==> src/rtl/lieat_ifu_ifetch_rsp_pkg.sv <==
// Shared constants and the instruction-buffer entry layout for the IFU fetch-response stage.
package lieat_ifu_ifetch_rsp_pkg;

   localparam int unsigned     XLEN       = 32;
   localparam int unsigned     INST_W     = 32;
   localparam logic [XLEN-1:0] PC_DEFAULT = XLEN'(32'h8000_0000);
   localparam int unsigned     IBUF_W     = XLEN + INST_W + 1;

   typedef struct packed {
      logic [XLEN-1:0]   pc;
      logic [INST_W-1:0] inst;
      logic              err;
   } ibuf_entry_t;

endpackage

==> src/rtl/lieat_ifu_ifetch_rsp_if.sv <==
// Handshake bundle of the fetch-response stage: request input, instruction bus, decode output.
// slave is the fetch-response stage, master is its environment.
interface lieat_ifu_ifetch_rsp_if;
   import lieat_ifu_ifetch_rsp_pkg::*;

   logic              req_i_valid;
   logic [XLEN-1:0]   req_i_pc;
   logic              req_i_ready;
   logic              mem_cmd_valid;
   logic [XLEN-1:0]   mem_cmd_addr;
   logic              mem_cmd_ready;
   logic              mem_rsp_valid;
   logic [INST_W-1:0] mem_rsp_data;
   logic              mem_rsp_err;
   logic              ifu_o_valid;
   logic [XLEN-1:0]   ifu_o_pc;
   logic [INST_W-1:0] ifu_o_inst;
   logic              ifu_o_err;
   logic              ifu_o_ready;

   modport slave (
      input  req_i_valid, req_i_pc, mem_cmd_ready, mem_rsp_valid, mem_rsp_data, mem_rsp_err,
             ifu_o_ready,
      output req_i_ready, mem_cmd_valid, mem_cmd_addr, ifu_o_valid, ifu_o_pc, ifu_o_inst, ifu_o_err
   );

   modport master (
      output req_i_valid, req_i_pc, mem_cmd_ready, mem_rsp_valid, mem_rsp_data, mem_rsp_err,
             ifu_o_ready,
      input  req_i_ready, mem_cmd_valid, mem_cmd_addr, ifu_o_valid, ifu_o_pc, ifu_o_inst, ifu_o_err
   );

endinterface

==> src/rtl/lieat_ifu_ifetch_rsp_ibuf.sv <==
// Synchronous FIFO used for the instruction buffer and the PC queue, plus the
// load-enabled register with synchronous reset used for the stage counters.
module lieat_ifu_ibuf #(
   parameter  int unsigned DEPTH = 4,
   parameter  int unsigned WIDTH = 8,
   localparam int unsigned AW    = $clog2(DEPTH),
   localparam int unsigned CNTW  = $clog2(DEPTH + 1)
) (
   input  logic             clock,
   input  logic             reset,
   input  logic             push_i,
   input  logic             pop_i,
   input  logic             clear_i,
   input  logic [WIDTH-1:0] wdata_i,
   output logic [WIDTH-1:0] rdata_o,
   output logic             full_o,
   output logic             empty_o,
   output logic [CNTW-1:0]  count_o
);
   localparam int unsigned PW = AW + 1;

   logic [WIDTH-1:0] mem_q [DEPTH];
   logic [PW-1:0]    wr_ptr_q, wr_ptr_d, rd_ptr_q, rd_ptr_d;
   logic             push_ok, pop_ok;

   assign empty_o = (wr_ptr_q == rd_ptr_q);
   assign full_o  = (wr_ptr_q[AW] != rd_ptr_q[AW]) && (wr_ptr_q[AW-1:0] == rd_ptr_q[AW-1:0]);
   assign count_o = CNTW'(wr_ptr_q - rd_ptr_q);
   assign rdata_o = mem_q[rd_ptr_q[AW-1:0]];

   // A full FIFO may still accept a push when the head leaves in the same cycle.
   always_comb begin : ptr_next
      pop_ok   = pop_i & ~empty_o;
      push_ok  = push_i & (~full_o | pop_ok);
      wr_ptr_d = wr_ptr_q;
      rd_ptr_d = rd_ptr_q;
      if (clear_i) begin
         wr_ptr_d = '0;
         rd_ptr_d = '0;
      end else begin
         if (push_ok) wr_ptr_d = wr_ptr_q + PW'(1);
         if (pop_ok)  rd_ptr_d = rd_ptr_q + PW'(1);
      end
   end

   always_ff @(posedge clock) begin : ptr_reg
      if (reset) begin
         wr_ptr_q <= '0;
         rd_ptr_q <= '0;
      end else begin
         wr_ptr_q <= wr_ptr_d;
         rd_ptr_q <= rd_ptr_d;
      end
   end

   always_ff @(posedge clock) begin : mem_wr
      if (push_ok && !clear_i) mem_q[wr_ptr_q[AW-1:0]] <= wdata_i;
   end

endmodule

module lieat_general_dfflr #(
   parameter int unsigned DW = 1
) (
   input  logic          clock,
   input  logic          reset,
   input  logic          lden_i,
   input  logic [DW-1:0] d_i,
   output logic [DW-1:0] q_o
);
   always_ff @(posedge clock) begin : q_reg
      if (reset)       q_o <= '0;
      else if (lden_i) q_o <= d_i;
   end
endmodule

==> src/rtl/lieat_ifu_ifetch_rsp.sv <==
// IFU fetch-response stage: forwards fetch PCs to the bus, drops responses from pre-flush
// fetches and buffers the rest for decode. LIEAT_IFU_RSP_BYPASS_EN adds a zero-latency bypass.
module lieat_ifu_ifetch_rsp
   import lieat_ifu_ifetch_rsp_pkg::*;
#(
   parameter int unsigned IBUF_DEPTH = 4,
   parameter int unsigned OUTS_MAX   = 2
) (
   input  logic                  clock,
   input  logic                  reset,
   input  logic                  flush_i,
   lieat_ifu_ifetch_rsp_if.slave bus
);
   localparam int unsigned CW  = $clog2(OUTS_MAX + 1);
   localparam int unsigned FCW = $clog2(IBUF_DEPTH + 1);
   localparam int unsigned SW  = FCW + 1;

   logic [CW-1:0]     outs_cnt_q, outs_cnt_d, drop_cnt_q, drop_cnt_d, pcq_cnt;
   logic              outs_lden, drop_lden;
   logic [FCW-1:0]    fifo_cnt;
   logic              fifo_full, fifo_empty, pcq_full, pcq_empty;
   logic [XLEN-1:0]   pc_head;
   logic [IBUF_W-1:0] fifo_head;
   ibuf_entry_t       head_e, rsp_e, out_e;
   logic [SW-1:0]     occ_c;
   logic              credit_c, fire_c, keep_c, byp_c, push_c, pop_c;

   // Kept fetches in flight plus buffered entries must fit in the buffer; a flush empties it.
   always_comb begin : credit
      occ_c    = SW'(outs_cnt_q - drop_cnt_q) + SW'(fifo_cnt);
      credit_c = (outs_cnt_q < CW'(OUTS_MAX)) & (flush_i | (occ_c < SW'(IBUF_DEPTH)));
   end

   assign bus.mem_cmd_valid = bus.req_i_valid & credit_c;
   assign bus.mem_cmd_addr  = bus.req_i_pc;
   assign bus.req_i_ready   = bus.mem_cmd_ready & credit_c;
   assign fire_c            = bus.req_i_valid & bus.mem_cmd_ready & credit_c;

   assign keep_c = bus.mem_rsp_valid & ~flush_i & (drop_cnt_q == '0);
`ifdef LIEAT_IFU_RSP_BYPASS_EN
   assign byp_c  = keep_c & fifo_empty & bus.ifu_o_ready;
`else
   assign byp_c  = 1'b0;
`endif
   assign push_c = keep_c & ~byp_c;
   assign pop_c  = ~fifo_empty & bus.ifu_o_ready & ~flush_i;

   assign rsp_e  = '{pc: pc_head, inst: bus.mem_rsp_data, err: bus.mem_rsp_err};
   assign head_e = ibuf_entry_t'(fifo_head);

   // Outstanding count moves with fires and responses; drop count reloads on every flush.
   always_comb begin : cnt_next
      outs_lden  = fire_c | bus.mem_rsp_valid;
      outs_cnt_d = outs_cnt_q + CW'(fire_c) - CW'(bus.mem_rsp_valid);
      drop_lden  = flush_i | (bus.mem_rsp_valid & (drop_cnt_q != '0));
      drop_cnt_d = flush_i ? (outs_cnt_q - CW'(bus.mem_rsp_valid)) : (drop_cnt_q - CW'(1));
   end

   lieat_general_dfflr #(.DW(CW)) u_outs_cnt (
      .clock(clock), .reset(reset), .lden_i(outs_lden), .d_i(outs_cnt_d), .q_o(outs_cnt_q)
   );

   lieat_general_dfflr #(.DW(CW)) u_drop_cnt (
      .clock(clock), .reset(reset), .lden_i(drop_lden), .d_i(drop_cnt_d), .q_o(drop_cnt_q)
   );

   lieat_ifu_ibuf #(.DEPTH(OUTS_MAX), .WIDTH(XLEN)) u_pcq (
      .clock   (clock),
      .reset   (reset),
      .push_i  (fire_c),
      .pop_i   (bus.mem_rsp_valid),
      .clear_i (1'b0),
      .wdata_i (bus.req_i_pc),
      .rdata_o (pc_head),
      .full_o  (pcq_full),
      .empty_o (pcq_empty),
      .count_o (pcq_cnt)
   );

   lieat_ifu_ibuf #(.DEPTH(IBUF_DEPTH), .WIDTH(IBUF_W)) u_ibuf (
      .clock   (clock),
      .reset   (reset),
      .push_i  (push_c),
      .pop_i   (pop_c),
      .clear_i (flush_i),
      .wdata_i (rsp_e),
      .rdata_o (fifo_head),
      .full_o  (fifo_full),
      .empty_o (fifo_empty),
      .count_o (fifo_cnt)
   );

   // Output data is forced to zero while nothing is presented.
   always_comb begin : out_sel
      out_e = '0;
      if (byp_c)            out_e = rsp_e;
      else if (!fifo_empty) out_e = head_e;
      bus.ifu_o_valid = ~fifo_empty | byp_c;
      bus.ifu_o_pc    = out_e.pc;
      bus.ifu_o_inst  = out_e.inst;
      bus.ifu_o_err   = out_e.err;
   end

   always_ff @(posedge clock) begin : invariants
      if (!reset) begin
         assert (!(push_c && fifo_full && !pop_c));
         assert (!(bus.mem_rsp_valid && pcq_empty));
         assert (!(fire_c && pcq_full));
         assert (pcq_cnt == outs_cnt_q);
      end
   end

endmodule
==> src/flat_wrapper.sv <==
// flat-port wrapper written by rule: the top's interface ports become plain ports
module lieat_ifu_ifetch_rsp_flat import lieat_ifu_ifetch_rsp_pkg::*;
#(
   parameter int unsigned IBUF_DEPTH = 4,
   parameter int unsigned OUTS_MAX   = 2
)
  (clock, reset, flush_i, bus_req_i_valid, bus_req_i_pc, bus_mem_cmd_ready, bus_mem_rsp_valid, bus_mem_rsp_data, bus_mem_rsp_err, bus_ifu_o_ready, bus_req_i_ready, bus_mem_cmd_valid, bus_mem_cmd_addr, bus_ifu_o_valid, bus_ifu_o_pc, bus_ifu_o_inst, bus_ifu_o_err);
  lieat_ifu_ifetch_rsp_if bus_i ();
  input  logic clock;
  input  logic reset;
  input  logic flush_i;
  input wire logic [$bits(bus_i.req_i_valid)-1:0] bus_req_i_valid;
  input wire logic [$bits(bus_i.req_i_pc)-1:0] bus_req_i_pc;
  input wire logic [$bits(bus_i.mem_cmd_ready)-1:0] bus_mem_cmd_ready;
  input wire logic [$bits(bus_i.mem_rsp_valid)-1:0] bus_mem_rsp_valid;
  input wire logic [$bits(bus_i.mem_rsp_data)-1:0] bus_mem_rsp_data;
  input wire logic [$bits(bus_i.mem_rsp_err)-1:0] bus_mem_rsp_err;
  input wire logic [$bits(bus_i.ifu_o_ready)-1:0] bus_ifu_o_ready;
  output wire logic [$bits(bus_i.req_i_ready)-1:0] bus_req_i_ready;
  output wire logic [$bits(bus_i.mem_cmd_valid)-1:0] bus_mem_cmd_valid;
  output wire logic [$bits(bus_i.mem_cmd_addr)-1:0] bus_mem_cmd_addr;
  output wire logic [$bits(bus_i.ifu_o_valid)-1:0] bus_ifu_o_valid;
  output wire logic [$bits(bus_i.ifu_o_pc)-1:0] bus_ifu_o_pc;
  output wire logic [$bits(bus_i.ifu_o_inst)-1:0] bus_ifu_o_inst;
  output wire logic [$bits(bus_i.ifu_o_err)-1:0] bus_ifu_o_err;
  assign bus_i.req_i_valid = bus_req_i_valid;
  assign bus_i.req_i_pc = bus_req_i_pc;
  assign bus_i.mem_cmd_ready = bus_mem_cmd_ready;
  assign bus_i.mem_rsp_valid = bus_mem_rsp_valid;
  assign bus_i.mem_rsp_data = bus_mem_rsp_data;
  assign bus_i.mem_rsp_err = bus_mem_rsp_err;
  assign bus_i.ifu_o_ready = bus_ifu_o_ready;
  assign bus_req_i_ready = bus_i.req_i_ready;
  assign bus_mem_cmd_valid = bus_i.mem_cmd_valid;
  assign bus_mem_cmd_addr = bus_i.mem_cmd_addr;
  assign bus_ifu_o_valid = bus_i.ifu_o_valid;
  assign bus_ifu_o_pc = bus_i.ifu_o_pc;
  assign bus_ifu_o_inst = bus_i.ifu_o_inst;
  assign bus_ifu_o_err = bus_i.ifu_o_err;
  lieat_ifu_ifetch_rsp #(.IBUF_DEPTH(IBUF_DEPTH), .OUTS_MAX(OUTS_MAX)) u_core (.clock(clock), .reset(reset), .flush_i(flush_i), .bus(bus_i));
endmodule
==> config.mk <==
export PLATFORM = sky130hd
export DESIGN_NAME = lieat_ifu_ifetch_rsp_flat
export DESIGN_NICKNAME = d
export VERILOG_FILES = /design/src/rtl/lieat_ifu_ifetch_rsp_pkg.sv /design/src/rtl/lieat_ifu_ifetch_rsp_if.sv /design/src/rtl/lieat_ifu_ifetch_rsp_ibuf.sv /design/src/rtl/lieat_ifu_ifetch_rsp.sv /design/src/flat_wrapper.sv
export SDC_FILE = /design/constraint.sdc
export NUM_CORES = 1
export LEC_CHECK = 0
export CAP_MARGIN = 40
export CORE_MARGIN = 4
export CORE_UTILIZATION = 40
export CTS_CLUSTER_SIZE = 28
export DETAILED_ROUTE_END_ITERATION = 12
export GPL_TIMING_DRIVEN = 0
export MAX_ROUTING_LAYER = met4
export PLACE_DENSITY_LB_ADDON = 0.3
export SYNTH_ARGS = -nofsm -noshare
export SYNTH_HDL_FRONTEND = slang
export SYNTH_SLANG_ARGS = --single-unit
==> constraint.sdc <==
create_clock -name clock -period 4.2 [get_ports clock]
set_input_delay 0.84 -clock clock [delete_from_list [all_inputs] [get_ports clock]]
set_output_delay 0.84 -clock clock [all_outputs]
set_load 0.005 [all_outputs]
### After elaboration in Yosys (flattened, before gate mapping)

Memories as Yosys holds them, arrays and structs flattened. A register that Yosys moved wholly into a read port is not among the register bits.
Cells that the tools add are included.

* reductions and logical operators: 7
* $lt $le $gt $ge: 2
* add/sub/neg operators: 11
* multiplexer cells: 10
* equality and inequality tests: 6
* bitwise operators: 24

Operators by type and width (number)
* $mux W65: 1
* $and A1 B1 Y1: 14
* $add A3 B1 Y3 const B: 2
* $mux W1: 6
* $mux W2: 3
* $not A1 Y1: 5
* $or A1 B1 Y1: 5
* $add A2 B1 Y2 const B: 2
* $add A4 B3 Y4: 1
* $eq A2 B2 Y1: 2
* $lt A4 B3 Y1 const B: 1
* $sub A2 B1 Y2: 2
* $eq A3 B3 Y1: 1
* $logic_and A1 B1 Y1: 3
* $sub A2 B2 Y3: 1
* $sub A3 B3 Y3: 1
* $add A2 B1 Y2: 1
* $logic_not A2 Y1: 1
* $lt A2 B2 Y1 const B: 1
* $ne A1 B1 Y1: 2
* $reduce_bool A2 Y1: 1
* $reduce_or A2 Y1: 1
* $sub A2 B1 Y2 const B: 1
* $eq A1 B1 Y1: 1
* $logic_not A1 Y1: 1

* memories kept: 2
* bits of input ports: 72
* bits in registers: 14
* word-level logic and storage cells: 68
* output and inout bits: 100
* bits in writable memories: 324

Memory list
* u_core.u_ibuf.mem_q: depth 4, width 65, rd ports 1, clocked after Yosys merged registers in 1, wr ports 1, RTL line lieat_ifu_ifetch_rsp_ibuf.sv:22 `logic [WIDTH-1:0] mem_q [DEPTH];`
* u_core.u_pcq.mem_q: depth 2, width 32, rd ports 1, clocked after Yosys merged registers in 1, wr ports 1, RTL line lieat_ifu_ifetch_rsp_ibuf.sv:22

### Logic depth before layout (Yosys ltp)

* depth after elaboration: 10
* depth in mapped cells: 16

### Modules after synthesis

Synthesis repeated with hierarchy kept, for this count alone.

* cells, all modules: 690
* area, all modules: 13684.4 um^2

Modules (own cells, without submodules)
* lieat_ifu_ibuf (u_core.u_ibuf): area an instance 9905.8 um^2, cells each 397, instances 1
* lieat_ifu_ibuf (u_core.u_pcq): area an instance 2621.3 um^2, cells each 134, instances 1
* lieat_ifu_ifetch_rsp: area an instance 1022.2 um^2, cells each 147, instances 1
* lieat_general_dfflr: area an instance 67.6 um^2, cells each 6, instances 2

### Least setup slack after synthesis

Ideal clock, no wire load.

* path kind: flip-flop to flip-flop
* start: register u_core.u_ibuf.wr_ptr_q[0]
* end: memory u_core.u_pcq.mem_q[0][0] (netlist name) (enable)
* cell stages (with the launch flop): 10
* path buffers: 0
* clock period less this slack: 4.555 ns
* arrival time: 4.113 ns
* setup time: 0.442 ns
* setup slack: -0.355 ns
* required time: 3.758 ns
* cell sequence: dfxtp_1 -> inv_1 -> ha_1 -> inv_1 -> fa_1 -> ha_1 -> nor3b_1 -> or4_4 -> a31oi_4 -> nor4b_2

* cells in the longest elaborated chain, start to end: 9

Ends and longest elaborated chain
* start, declared: RTL line lieat_ifu_ifetch_rsp_ibuf.sv:23 `logic [PW-1:0] wr_ptr_q, wr_ptr_d, rd_ptr_q, rd_ptr_d;`
* start signal, assigned: RTL line lieat_ifu_ifetch_rsp_ibuf.sv:51 `wr_ptr_q <= wr_ptr_d;`
* $sub A3 B3 Y3: RTL line lieat_ifu_ifetch_rsp_ibuf.sv:28 `assign count_o = CNTW'(wr_ptr_q - rd_ptr_q);`
* $add A4 B3 Y4: RTL line lieat_ifu_ifetch_rsp.sv:30 `occ_c = SW'(outs_cnt_q - drop_cnt_q) + SW'(fifo_cnt);`
* $lt A4 B3 Y1: RTL line lieat_ifu_ifetch_rsp.sv:31 `credit_c = (outs_cnt_q < CW'(OUTS_MAX)) & (flush_i | (occ_c < SW'(IBUF_DEPTH)));`
* $or A1 B1 Y1: RTL line lieat_ifu_ifetch_rsp.sv:31
* $and A1 B1 Y1: RTL line lieat_ifu_ifetch_rsp.sv:31
* $and A1 B1 Y1: RTL line lieat_ifu_ifetch_rsp.sv:37 `assign fire_c = bus.req_i_valid & bus.mem_cmd_ready & credit_c;`
* $and A1 B1 Y1: RTL line lieat_ifu_ifetch_rsp_ibuf.sv:34 `push_ok = push_i & (~full_o | pop_ok);`
* $mux W1: RTL line lieat_ifu_ifetch_rsp_ibuf.sv:57 `if (push_ok && !clear_i) mem_q[wr_ptr_q[AW-1:0]] <= wdata_i;`
* $mux W1 (implied by the code): RTL line lieat_ifu_ifetch_rsp_ibuf.sv:57
* end, declared: RTL line lieat_ifu_ifetch_rsp_ibuf.sv:22

Every way passes these cells.

### Worst setup path in the final report

* start: register u_core.u_ibuf.wr_ptr_q[0]
* end: output port bus_req_i_ready

* cells in the longest elaborated chain, start to end: 6

Ends and longest elaborated chain
* $sub A3 B3 Y3: RTL line lieat_ifu_ifetch_rsp_ibuf.sv:28
* $add A4 B3 Y4: RTL line lieat_ifu_ifetch_rsp.sv:30
* $lt A4 B3 Y1: RTL line lieat_ifu_ifetch_rsp.sv:31
* $or A1 B1 Y1: RTL line lieat_ifu_ifetch_rsp.sv:31
* $and A1 B1 Y1: RTL line lieat_ifu_ifetch_rsp.sv:31
* $and A1 B1 Y1: RTL line lieat_ifu_ifetch_rsp.sv:36 `assign bus.req_i_ready = bus.mem_cmd_ready & credit_c;`
* end, declared: RTL line flat_wrapper.sv:19 `output wire logic [$bits(bus_i.req_i_ready)-1:0] bus_req_i_ready;`

Every way passes these cells.

==> qor.yml <==
setup_path:
  slowest_stage: "or4_4"
  path_class: "flop to output pin"
  worstPathRequired_ps: 3360
  start_kind: "flop"
  cp_num_buf_inv: 4
  cp.depth: 11
  cpMostUsedCell: "ha_1"
  arrival_ps: 3180
  reg2reg_depth: 16
  cpPeakStageDelay_ps: 550
  worstPathCellList: "inv_2, ha_1, inv_1, fa_1, xor2_1, ha_1, or4_4, a31oi_4, buf_4, and2_4, dlygate4sd2_1"
  critical_path_peak_fanout: 4
  cp_top_family: "adder cells"
  rrSetupSlack_ps: 540
  rr_endpoint: "u_core.u_outs_cnt.q_o[1]"
  r2r_start: "u_core.u_ibuf.wr_ptr_q[0]"
  endpoint_kind: "output pin"
synth:
  synth_top_cell_area_share: 0.725
  ys_ff_latch: 341
  synth_top_flop_cell: "edfxtp_1"
  synth_top_cell_by_area: "edfxtp_1"
  yosys_warnings: 0
  synth_area_sq_mm: 0.0134
  synth_edf_count: 324
  synth.most_common_cell: "edfxtp_1"
  ys_types: 38
  async_flop_share: 0
  synthTopCellsByArea: "edfxtp_1 (72%), mux4_2 (11%), and2_1 (3.3%), mux2_2 (2.7%), dfxtp_1 (2.5%)"
  syn_area_per_cell_sq_um: 20.2
  syn_nets: 753
  yosysSeqAreaShare: 0.750
  synthCells: 664
  ys_top_cells_by_count: "edfxtp_1 (324), and2_1 (71), mux4_2 (65), buf_4 (32), mux2_2 (32)"
detailed_routing:
  vias: 6664
  finalWirelength_mm: 26.0
  drt_iter0_markers: 302
  ant_nets: 0
  wl_met1_mm: 11.2
  wl_per_cell_um: 19.3
  met2_length_mm: 12.8
  wl_met3_mm: 1.54
  dr.pass1.iters: 4
  top_layer_used: "met4"
  vias_per_cell: 4.94
  drcViolationCount: 0
clocking:
  clock_path_buffers: 3
  clkLatencyLatePin_ps: 500
  hold_buffers: 0
  h-tree-depth: 2
  cts.sinks: 341
  cts_root_buf: "clkbuf_16"
  clk_pin_slew_ps: 50
  cts_made_buffers: 37
  cts_tree: "done"
min_path:
  hold_depth: 2
  hold_end: "u_core.u_ibuf.rd_ptr_q[1]"
  hp-class: "flop to flop"
  hold_start: "u_core.u_ibuf.rd_ptr_q[1]"
placement:
  gp_congestion: 0.704
  dp_hpwl_mm: 16.6
  port_buffers: 171
pwr:
  power.density_mw_per_mm2: 428
  power_mw: 7.27
  power_leakage_nw: 5.54
  vdd_drop_max_mv: 0.292
floorplanning:
  pin_count: 172
  core_area_sq_mm: 0.0328
  die_height_um: 191
  die-area_sq_mm: 0.0365
  rows: 66
  start_util: 0.409
  die_w_um: 191
timing:
  slew_headroom: 0.436
  setup-violations-final: 0
  min_period_ps: 4020
  final_hold_viol_count: 0
  min_period_over_period: 0.957
  worstMarginPinSlew_ps: 846
  fmax_ghz: 0.249
  final_max_slew_viol_count: 0
  tns_ps: 0
  rsz0062_at_grt: "false"
  skew_ps: 12.4
global_routing:
  grt_max_degree: 46
  first_global_vias: 7120
  antenna_found_initial: 0
  grtUsageTotal: 0.146
  overflow: 0
  grt_pass1_wl_mm: 40.0
final_layout:
  area_delta_synth_final_pct: 26.6
  fin_nets: 975
  diodes: 0
  final_layout_size_suffix_gt1_frac: 0.229
run:
  maxCapViolCount: 0
status:
  status: "completed"
## layout make-up
cell class | instances | area, sq um
inverters | 12 | 45.0
repair buffers | 183 | 1910
flip-flops and latches | 341 | 10100
plain buffers | 60 | 355
well taps | 442 | 553
clock buffers | 50 | 995
fillers | 2626 | 15800
multi-input cells | 251 | 2980
clock inverters | 11 | 83.8
## repair_timing
action	CTS	global route
resized for setup	8	1
pin swaps	3	2
endpoints found under the hold margin	0	0
setup endpoints to repair	12	1
setup buffers	2	0
## power breakdown
group | total [mW] | switching (mW) | leakage, nW | internal (mW)
registers | 3.85 | 0.0244 | 3.07 | 3.82
logic | 0.507 | 0.226 | 1.95 | 0.281
clock network | 2.91 | 1.20 | 0.524 | 1.71
## sequential cells by signal, summed over array words and instances, names as in the netlist, named ones only
| signal | count |
|---|---|
| u_core.u_ibuf.wr_ptr_q | 3 |
| u_core.u_outs_cnt.q_o | 2 |
| u_core.u_ibuf.mem_q | 260 |
| u_core.u_pcq.rd_ptr_q | 2 |
| u_core.u_pcq.wr_ptr_q | 2 |
| u_core.u_drop_cnt.q_o | 2 |
| u_core.u_pcq.mem_q | 64 |
| u_core.u_ibuf.rd_ptr_q | 3 |
## worst max path at each step
stage	startpoint	end	slack, ps
6_report	u_core.u_ibuf.wr_ptr_q[0]	bus_req_i_ready	180
3_3_place_gp	bus_mem_rsp_valid	u_core.u_ibuf.mem_q[0][45]	-1440
5_1_grt	u_core.u_ibuf.wr_ptr_q[0]	bus_req_i_ready	9
3_5_place_dp	u_core.u_ibuf.wr_ptr_q[0]	bus_ifu_o_pc[14]	290
2_1_floorplan	u_core.u_ibuf.wr_ptr_q[0]	u_core.u_pcq.wr_ptr_q[1]	300
4_1_cts	u_core.u_ibuf.wr_ptr_q[0]	bus_mem_cmd_valid	40
## tightest hold or removal path: cells and delay by family (launching register included)
family	cells	cell delay, ps
DFF	1	320
and+or+nand+nor	1	60
AOI/OAI and AO/OA	1	70
## logic make-up after synthesis
logic type | share of synthesized area
buffers and inverters | 0.0297
AOI/OAI and AO/OA | 0.00960
DFF | 0.750
adders and majority gates | 0.0170
xor gates and xnor gates | 0.00783
muxes | 0.138
and+or+nand+nor | 0.0480
## layer usage
metal	global-route usage	vias up
met5	-	-
met4	0.0351	0
met3	0.0298	46
met2	0.236	197
met1	0.191	3399
li1	-	3022
## placed cells by master, fill, tap and decap left out, types with 11 or more instances in the layout
cell type / Yosys / final
edfxtp_1: 324 / 324
mux2_2: 32 / 32
mux4_2: 65 / 65
inv_1: 12 / 11
clkdlybuf4s50_1: 0 / 169
clkbuf_16: 0 / 37
dfxtp_1: 17 / 14
clkbuf_1: 15 / 25
ha_1: 15 / 15
buf_4: 32 / 34
nor2_1: 13 / 13
and2_1: 71 / 66
## metrics by stage
| step | cells | hold slack (ps) | worst slack, ps | utilization | area [sq um] |
|---|---|---|---|---|---|
| 6_report | 1350 | 505 | 179 | 0.518 | 17000 |
| 5_1_grt | 1350 | 529 | 9.44 | 0.518 | 17000 |
| 2_1_floorplan | 664 | 467 | 305 | - | 13400 |
| 3_3_place_gp | 1277 | 498 | -1440 | 0.479 | 15700 |
| 3_5_place_dp | 1287 | 493 | 287 | 0.484 | 15900 |
| 4_1_cts | 1350 | 506 | 38.2 | 0.518 | 17000 |
Note: power is estimated with default switching activity, not from simulation.
